--- src/rtl/kbonacci_pkg.sv ---
// Shared types and helpers for the order-K recurrence generator.
package kbonacci_pkg;

  // Generator states: RUN streams terms, HALT parks after an unwrapped overflow.
  typedef enum logic {
    RUN  = 1'b0,
    HALT = 1'b1
  } state_t;

  // Legal bounds for the recurrence order K.
  localparam int ORDER_MIN = 2;
  localparam int ORDER_MAX = 8;

  // True when K is inside the supported range.
  function automatic bit order_legal(input int k);
    return (k >= ORDER_MIN) && (k <= ORDER_MAX);
  endfunction

  // Width that holds the sum of K terms of dw bits without loss.
  function automatic int sum_width(input int dw, input int k);
    return dw + $clog2(k);
  endfunction

endpackage

--- src/rtl/kbonacci_seq_gen_if.sv ---
// Control inputs and output stream of the K-bonacci generator.
interface kbonacci_seq_gen_if #(
  parameter int DATA_WIDTH = 32,
  parameter int IDX_WIDTH  = 16
);
  logic                  load;
  logic [DATA_WIDTH-1:0] seed_val;
  logic                  wrap_mode;
  logic [DATA_WIDTH-1:0] out;
  logic [IDX_WIDTH-1:0]  out_idx;
  logic                  out_valid;
  logic                  out_ready;
  logic                  ovf;
  logic                  halted;

  // Generator side: produces the stream and status.
  modport master (
    input  load, seed_val, wrap_mode, out_ready,
    output out, out_idx, out_valid, ovf, halted
  );

  // Consumer/controller side.
  modport slave (
    output load, seed_val, wrap_mode, out_ready,
    input  out, out_idx, out_valid, ovf, halted
  );
endinterface

--- src/rtl/kbonacci_sum.sv ---
// Combinational K-input adder: truncated sum plus carry-out indication.
module kbonacci_sum
  import kbonacci_pkg::*;
#(
  parameter int DATA_WIDTH = 32,
  parameter int ORDER      = 2
) (
  input  logic [DATA_WIDTH-1:0] terms_i [ORDER],
  output logic [DATA_WIDTH-1:0] sum_o,
  output logic                  carry_o
);
  localparam int SUM_W = sum_width(DATA_WIDTH, ORDER);

  // Running partial sums; stage gi+1 adds term gi to stage gi.
  logic [SUM_W-1:0] partial [ORDER+1];

  assign partial[0] = '0;

  for (genvar gi = 0; gi < ORDER; gi++) begin : g_acc
    assign partial[gi+1] = partial[gi] + {{(SUM_W-DATA_WIDTH){1'b0}}, terms_i[gi]};
  end

  assign sum_o   = partial[ORDER][DATA_WIDTH-1:0];
  assign carry_o = |partial[ORDER][SUM_W-1:DATA_WIDTH];

endmodule

--- src/rtl/kbonacci_seq_gen.sv ---
// Order-K recurrence stream source with seed load, overflow policy,
// sticky overflow flag and term index.
module kbonacci_seq_gen
  import kbonacci_pkg::*;
#(
  parameter int DATA_WIDTH = 32,
  parameter int ORDER      = 2,
  parameter int IDX_WIDTH  = 16
) (
  input  logic                clk,
  input  logic                resetn,
  kbonacci_seq_gen_if.master  bus
);

  if (!order_legal(ORDER)) begin : g_order_check
    $error("kbonacci_seq_gen: ORDER must lie in 2..8");
  end

  state_t                state_q, state_d;
  logic [DATA_WIDTH-1:0] h_q [ORDER];
  logic [DATA_WIDTH-1:0] h_d [ORDER];
  logic [IDX_WIDTH-1:0]  idx_q, idx_d;
  logic                  ovf_q, ovf_d;
  logic                  valid_q, valid_d;

  logic [DATA_WIDTH-1:0] sum;
  logic                  carry;

  kbonacci_sum #(
    .DATA_WIDTH (DATA_WIDTH),
    .ORDER      (ORDER)
  ) u_sum (
    .terms_i (h_q),
    .sum_o   (sum),
    .carry_o (carry)
  );

  wire advance = (state_q == RUN) && valid_q && bus.out_ready;

  // Next-state: load beats handshake; an advance either shifts or halts.
  always_comb begin
    state_d = state_q;
    h_d     = h_q;
    idx_d   = idx_q;
    ovf_d   = ovf_q;
    if (bus.load) begin
      for (int i = 1; i < ORDER; i++) h_d[i] = '0;
      h_d[0]  = bus.seed_val;
      idx_d   = '0;
      ovf_d   = 1'b0;
      state_d = RUN;
    end else if (advance) begin
      if (carry && !bus.wrap_mode) begin
        // Keep the last term visible; the stream stops here.
        ovf_d   = 1'b1;
        state_d = HALT;
      end else begin
        for (int i = ORDER - 1; i > 0; i--) h_d[i] = h_q[i-1];
        h_d[0] = sum;
        idx_d  = idx_q + IDX_WIDTH'(1);
        if (carry) ovf_d = 1'b1;
      end
    end
    // Valid is a register so it never follows out_ready combinationally.
    valid_d = (state_d == RUN);
  end

  // State, history, index and flag registers with synchronous reset.
  always_ff @(posedge clk) begin
    if (!resetn) begin
      state_q <= RUN;
      for (int i = 1; i < ORDER; i++) h_q[i] <= '0;
      h_q[0]  <= DATA_WIDTH'(1);
      idx_q   <= '0;
      ovf_q   <= 1'b0;
      valid_q <= 1'b0;
    end else begin
      state_q <= state_d;
      h_q     <= h_d;
      idx_q   <= idx_d;
      ovf_q   <= ovf_d;
      valid_q <= valid_d;
    end
  end

  assign bus.out       = h_q[0];
  assign bus.out_idx   = idx_q;
  assign bus.out_valid = valid_q;
  assign bus.ovf       = ovf_q;
  assign bus.halted    = (state_q == HALT);

endmodule

--- src/flat_wrapper.sv ---
// flat-port wrapper written by rule: the top's interface ports become plain ports
module kbonacci_seq_gen_flat import kbonacci_pkg::*;
#(
  parameter int DATA_WIDTH = 32,
  parameter int ORDER      = 2,
  parameter int IDX_WIDTH  = 16
)
  (clk, resetn, bus_load, bus_seed_val, bus_wrap_mode, bus_out_ready, bus_out, bus_out_idx, bus_out_valid, bus_ovf, bus_halted);
  kbonacci_seq_gen_if #(.DATA_WIDTH(DATA_WIDTH), .IDX_WIDTH(IDX_WIDTH)) bus_i ();
  input  logic clk;
  input  logic resetn;
  input wire logic [$bits(bus_i.load)-1:0] bus_load;
  input wire logic [$bits(bus_i.seed_val)-1:0] bus_seed_val;
  input wire logic [$bits(bus_i.wrap_mode)-1:0] bus_wrap_mode;
  input wire logic [$bits(bus_i.out_ready)-1:0] bus_out_ready;
  output wire logic [$bits(bus_i.out)-1:0] bus_out;
  output wire logic [$bits(bus_i.out_idx)-1:0] bus_out_idx;
  output wire logic [$bits(bus_i.out_valid)-1:0] bus_out_valid;
  output wire logic [$bits(bus_i.ovf)-1:0] bus_ovf;
  output wire logic [$bits(bus_i.halted)-1:0] bus_halted;
  assign bus_i.load = bus_load;
  assign bus_i.seed_val = bus_seed_val;
  assign bus_i.wrap_mode = bus_wrap_mode;
  assign bus_i.out_ready = bus_out_ready;
  assign bus_out = bus_i.out;
  assign bus_out_idx = bus_i.out_idx;
  assign bus_out_valid = bus_i.out_valid;
  assign bus_ovf = bus_i.ovf;
  assign bus_halted = bus_i.halted;
  kbonacci_seq_gen #(.DATA_WIDTH(DATA_WIDTH), .ORDER(ORDER), .IDX_WIDTH(IDX_WIDTH)) u_core (.clk(clk), .resetn(resetn), .bus(bus_i));
endmodule
--- config.mk ---
export PLATFORM = sky130hd
export DESIGN_NAME = kbonacci_seq_gen_flat
export DESIGN_NICKNAME = d
export VERILOG_FILES = /design/src/rtl/kbonacci_pkg.sv /design/src/rtl/kbonacci_seq_gen_if.sv /design/src/rtl/kbonacci_sum.sv /design/src/rtl/kbonacci_seq_gen.sv /design/src/flat_wrapper.sv
export SDC_FILE = /design/constraint.sdc
export NUM_CORES = 1
export LEC_CHECK = 0
export ABC_AREA = 1
export ABC_CLOCK_PERIOD_IN_PS = 2900
export CORE_ASPECT_RATIO = 2
export CORE_MARGIN = 10
export CORE_UTILIZATION = 41
export DETAILED_ROUTE_END_ITERATION = 16
export PLACE_DENSITY = 0.62
export SYNTH_ARGS = -nofsm -noshare
export SYNTH_HDL_FRONTEND = slang
export SYNTH_SLANG_ARGS = --single-unit
--- constraint.sdc ---
create_clock -name clk -period 2.9 [get_ports clk]
set_input_delay 0.435 -clock clk [delete_from_list [all_inputs] [get_ports clk]]
set_output_delay 0.435 -clock clk [all_outputs]
set_load 0.02 [all_outputs]
Yosys cells after proc, flatten, opt, wreduce, memory -nomap -nowiden
Cells that the tools add are included.
{"block": "word_totals", "ff_bits": 83, "inputBits": 37, "word_cells": 31, "out_inout_bits": 51}
{"block": "classes", "mux": 8, "n_bitwise": 4, "eq_ne": 1, "n_reduce_logical": 10, "add_sub_neg": 2}
{"operator": "2-to-1 mux 64 bit", "n": 3}
{"operator": "adder 32 x 32 -> 33 bit", "n": 1}
{"operator": "adder 16 x 1 -> 16 bit, second input constant", "n": 1}
{"operator": "AND reduction 2 bit", "n": 3}
{"operator": "2-to-1 mux 1 bit", "n": 5}
{"operator": "inverter 1 bit", "n": 4}
{"operator": "nonzero test 2 bit", "n": 2}
{"operator": "logical AND 1 bit", "n": 3}
{"operator": "!= test 2 bit, second input constant", "n": 1}
{"operator": "OR reduction 2 bit", "n": 1}
{"operator": "zero test 1 bit", "n": 1}

Longest topological paths before layout
{"block": "logic_depth", "ltp_word": 6, "ltp_mapped": 20, "depth_no_buf": 18}

Modules after synthesis
Synthesis repeated with hierarchy kept, for this count alone.
{"block": "hier_totals", "cells_unflattened": 1001, "area_unflattened_um2": 6087.1}
{"module": "kbonacci_seq_gen", "cells_per_inst": 496, "area_each_um2": 3663.5, "n_inst": 1, "seq_area_each_um2": 1661.6}
{"module": "kbonacci_sum", "cells_per_inst": 505, "area_each_um2": 2423.6, "n_inst": 1, "seq_area_each_um2": 0.0}

Least setup slack after synthesis
No wires, ideal clock.
{"block": "synth_path", "kind": "reg2reg", "from": "register u_core.h_q (netlist bit u_core.bus.out[0])", "to": "register u_core.h_q (netlist bit u_core.bus.out[19])", "path_buffers": 2, "slack_ns": 0.685, "path_stages_with_launch": 20, "t_arrival_ns": 2.088, "t_required_ns": 2.772, "period_less_slack_ns": 2.215, "setup_ns": 0.128, "cell_sequence": "dfxtp_1 > ha_1 > inv_1 > fa_1 > inv_1 > nand2_1 > nand2_1 > nand3_1 > nand2_2 > nand2_1 > nand2_2 > nand2_2 > nand2_4 > nand2_4 > nand2_4 > buf_6 > buf_8 > nor3_2 > nor2_1 > nor2_1"}
{"block": "synth_between", "elab_chain_len": 4, "elab_cells_between_ends": 7, "cone_classes": "add/sub: 1; eq/ne: 1; mux: 3; reduce/logical: 2"}
{"item": "from (decl)", "line": "kbonacci_seq_gen.sv:20", "source": "logic [DATA_WIDTH-1:0] h_q [ORDER];"}
{"item": "adder 32 x 32 -> 33 bit *", "line": "kbonacci_sum.sv:20", "source": "assign partial[gi+1] = partial[gi] + {{(SUM_W-DATA_WIDTH){1'b0}}, terms_i[gi]};"}
{"item": "2-to-1 mux 64 bit or logical AND 1 bit (tied branches)", "line": "kbonacci_seq_gen.sv:53", "source": "if (carry && !bus.wrap_mode) begin"}
{"item": "2-to-1 mux 64 bit or != test 2 bit (tied branches)"}
{"item": "2-to-1 mux 64 bit or AND reduction 2 bit (tied branches)"}
Every way passes the cells marked *; elsewhere a longest branch is shown, timed or not. The select of a mux whose other input is x is not followed.
A chain may end at the register's enable or synchronous reset.

Worst setup path after layout
{"block": "layout_path", "from": "register u_core.h_q (netlist bit u_core.bus.out[0])", "to": "register u_core.h_q (netlist bit u_core.bus.out[23])"}
Same word-level chain as after synthesis.

==> results.yml <==
clock_tree:
  path_clk_slew_ns: 0.07
  post_cts_buffers: 0
  clk_latency_ns: 0.35
  tritoncts: "yes"
  clock_path_buffers: 2
  numCtsBuffers: 9
  cts_max_level: 3
  root_buffer: "clkbuf_16"
  clock_sinks: 83
pwr:
  powerDensity_nw_per_um2: 394.0
  p_leak_nw: 3.730
  vdd_ir_drop_max_v: 0.0002819
setup_path:
  critPathSlowestCell: "dfxtp_1"
  cp.required_ns: 3.14
  rr_startpoint: "u_core.bus.out[0]"
  max_stage_delay_ns: 0.39
  startpoint: "u_core.bus.out[0]"
  crit_path_start_kind: "flip-flop"
  crit_path_end_kind: "flip-flop"
  cp_cell_sequence: "ha_1 > inv_1 > fa_1 > inv_1 > nand2_1 > nand2_1 > nand3_1 > nand2_2 > nand2_1 > nand2_2 > nand2_2 > nand2_4 > nand2_4 > nand2_8 > buf_12 > nor3_1 > nor2_1 > nor2_1"
  rrSetupSlack_ns: 0.35
  crit_type: "flip-flop to flip-flop"
  crit_fanout: 30
  crit_arrival_ns: 2.79
logic_synthesis:
  syn_area_per_cell_sq_um: 5.926
  yosys_warnings: 0
  seq_area_frac_synth: 0.2623
  synth_cells: 1069
  syn_area_sq_um: 6335
  synth_fp_nets: 1140
  synth-seq-cells: 83
  ys_types: 36
final_layout:
  final_nets: 1193
  multi_input_area_sq_um: 3692
  regArea_sq_um: 1662
  diodes: 0
  syn_to_final_growth_pct: 18.59
  fin_util: 0.4938
  n_fill_cell: 1607
  drive_above_1_share: 0.04259
timing:
  min_period_over_period: 0.8805
  setup_viol: 0
  hold_viol_final: 0
  hold_ws_ns: 0.4707
  finClkSkew_ns: 0.009876
  rsz0062_at_grt: "no"
  clock.fmax_mhz: 391.6
  slew_headroom: 0.6417
  slew_viol_final: 0
  fin_crit_ns: 2.553
  tns_ns: 0
  worst_pin_slew_ns: 0.5341
die:
  io_pins: 88
  rows: 64
  core-area_sq_um: 15210
  fp.dieArea_sq_um: 21120
  die_x_um: 107.9
  die_y_um: 195.8
  start_util: 0.4164
global_route:
  antenna_found_initial: 0
  grt_max_degree: 40
  grt_pass1_vias: 6277
  grt_overflow: 0
  gr-usage-all-layers: 0.1871
  grt_pass1_wl_um: 31530
placement:
  port_buffers: 87
  dp_hpwl_um: 15860
  place_congestion: 0.9254
drt:
  wire_per_inst_um: 14.67
  first_iter_violations: 297
  route.vias.total: 6309
  drc: 0
  vias_per_cell: 4.762
  firstDrtPassIters: 5
  ant_nets: 0
  drt-total-wl_um: 19440
min_path:
  hp-start: "u_core.h_q[26]"
  hold_path.class: "flip-flop to flip-flop"
run_status:
  status: "finished, final reports clean"
flow_run:
  cap_viol_max_count: 0
[final cells by class]
class / count / area share
inverters: 159 / 0.07945
flip-flops and latches: 83 / 0.2212
well taps: 198 / 0.03298
multi-input cells: 767 / 0.4915
repair buffers: 102 / 0.1336
clock inverters: 6 / 0.009494
clock buffers: 10 / 0.03181
[cell usage in the layout (no fill, tap or decap), types with 2 or more instances in the layout]
cell type	netlist	final
nand2_1	386	386
inv_1	157	157
nor2_1	105	104
clkdlybuf4s50_1	0	86
dfxtp_1	83	83
a21oi_1	63	63
nand3_1	58	58
o21ai_0	39	39
ha_1	33	33
xor2_1	14	14
buf_4	38	13
nor3_1	11	11
nand4_1	9	9
clkbuf_16	0	9
nand3b_1	8	8
xnor2_1	8	8
nand2_2	5	4
nor2_2	3	4
nor4_1	4	4
nand2_4	3	3
o21bai_1	3	3
and2_1	3	3
o21ai_1	3	3
clkinv_1	2	2
inv_6	0	2
buf_12	0	2
[power by group]
group	total, mW	switching [mW]	internal [mW]
combinational	0.519	0.306	0.213
sequential	1.22	0.0360	1.18
clock	1.22	0.520	0.702
total	2.96	0.862	2.10
[logic make-up (layout without fill, tap and decap cells)]
| family | count (synthesis) | in the layout | synth area share |
|---|---|---|---|
| AOI/OAI and AO/OA | 112 | 112 | 0.09283 |
| adders and majority gates | 34 | 34 | 0.06834 |
| buffers and inverters | 219 | 277 | 0.1574 |
| and+or+nand+nor | 599 | 599 | 0.3887 |
| xor gates and xnor gates | 22 | 22 | 0.03042 |
| DFF | 83 | 83 | 0.2623 |
[worst max-delay path, delay by kind of cell, from the launching register on]
kind                       cells  cell delay (ns)
DFF                            1             0.39
and+or+nand+nor               13             1.09
buffers and inverters          3             0.35
adders and majority gates      2             0.57
[state kept, by name, indices dropped and copies added (netlist names)]
signal and cells:
u_core.bus.ovf 1, u_core.bus.halted 1, u_core.bus.out 32, u_core.bus.out_valid 1, u_core.bus.out_idx 16, u_core.h_q 32
[stage by stage]
step	cells	area (sq um)	worst slack (ns)	power, mW
2_1_floorplan	1069	6335	0.6848	1.588
3_3_place_gp	1309	7188	0.2673	1.764
3_5_place_dp	1309	7188	0.1666	1.766
4_1_cts	1325	7498	0.1415	2.994
5_1_grt	1325	7512	0.05808	3.076
6_report	1325	7512	0.3465	2.959
[layer usage]
metal | global-route usage | up-vias | wire length, um
li1 | - | 3372 | -
met1 | 0.1807 | 2792 | 7021
met3 | 0.02823 | 37 | 668
met2 | 0.3636 | 108 | 10950
met5 | 0 | - | 0
met4 | 0.09204 | 0 | 805
[timing repair]
action | in CTS | in global routing
resized for setup | 0 | 2
hold buffers | 0 | 0
endpoints found under the setup margin | 0 | 20
[Yosys cell counts (all sizes together)]
library cell  instances  area, sq um
xor2                 14        122.6
clkbuf               12        45.04
buf                  48        355.3
o21a                  1        7.510
a21oi                65        340.3
ha                   33        412.9
nor3b                 1        7.510
nand3b                8        60.06
and2                  3        18.77
and3                  1        6.260
dfxtp                83         1662
nand2               394         1514
o21bai                3        22.52
nor4                  4        25.02
o21ai                42        210.2
or2                   1        6.260
fa                    1        20.02
clkinv                2        7.510
nand3                58        290.3
nor3                 12        65.06
nor2                108        412.9
nand4                 9        56.30
a21o                  1        7.510
inv                 157        589.3
xnor2                 8        70.07
[worst paths after layout]
check / depth (start not counted) / endpoint
min reg2reg: 2 / u_core.h_q[26]
min: 2 / u_core.h_q[26]
max reg2reg: 18 / u_core.bus.out[23]
max: 18 / u_core.bus.out[23]
No activity file was read; power rests on OpenSTA's default activity.
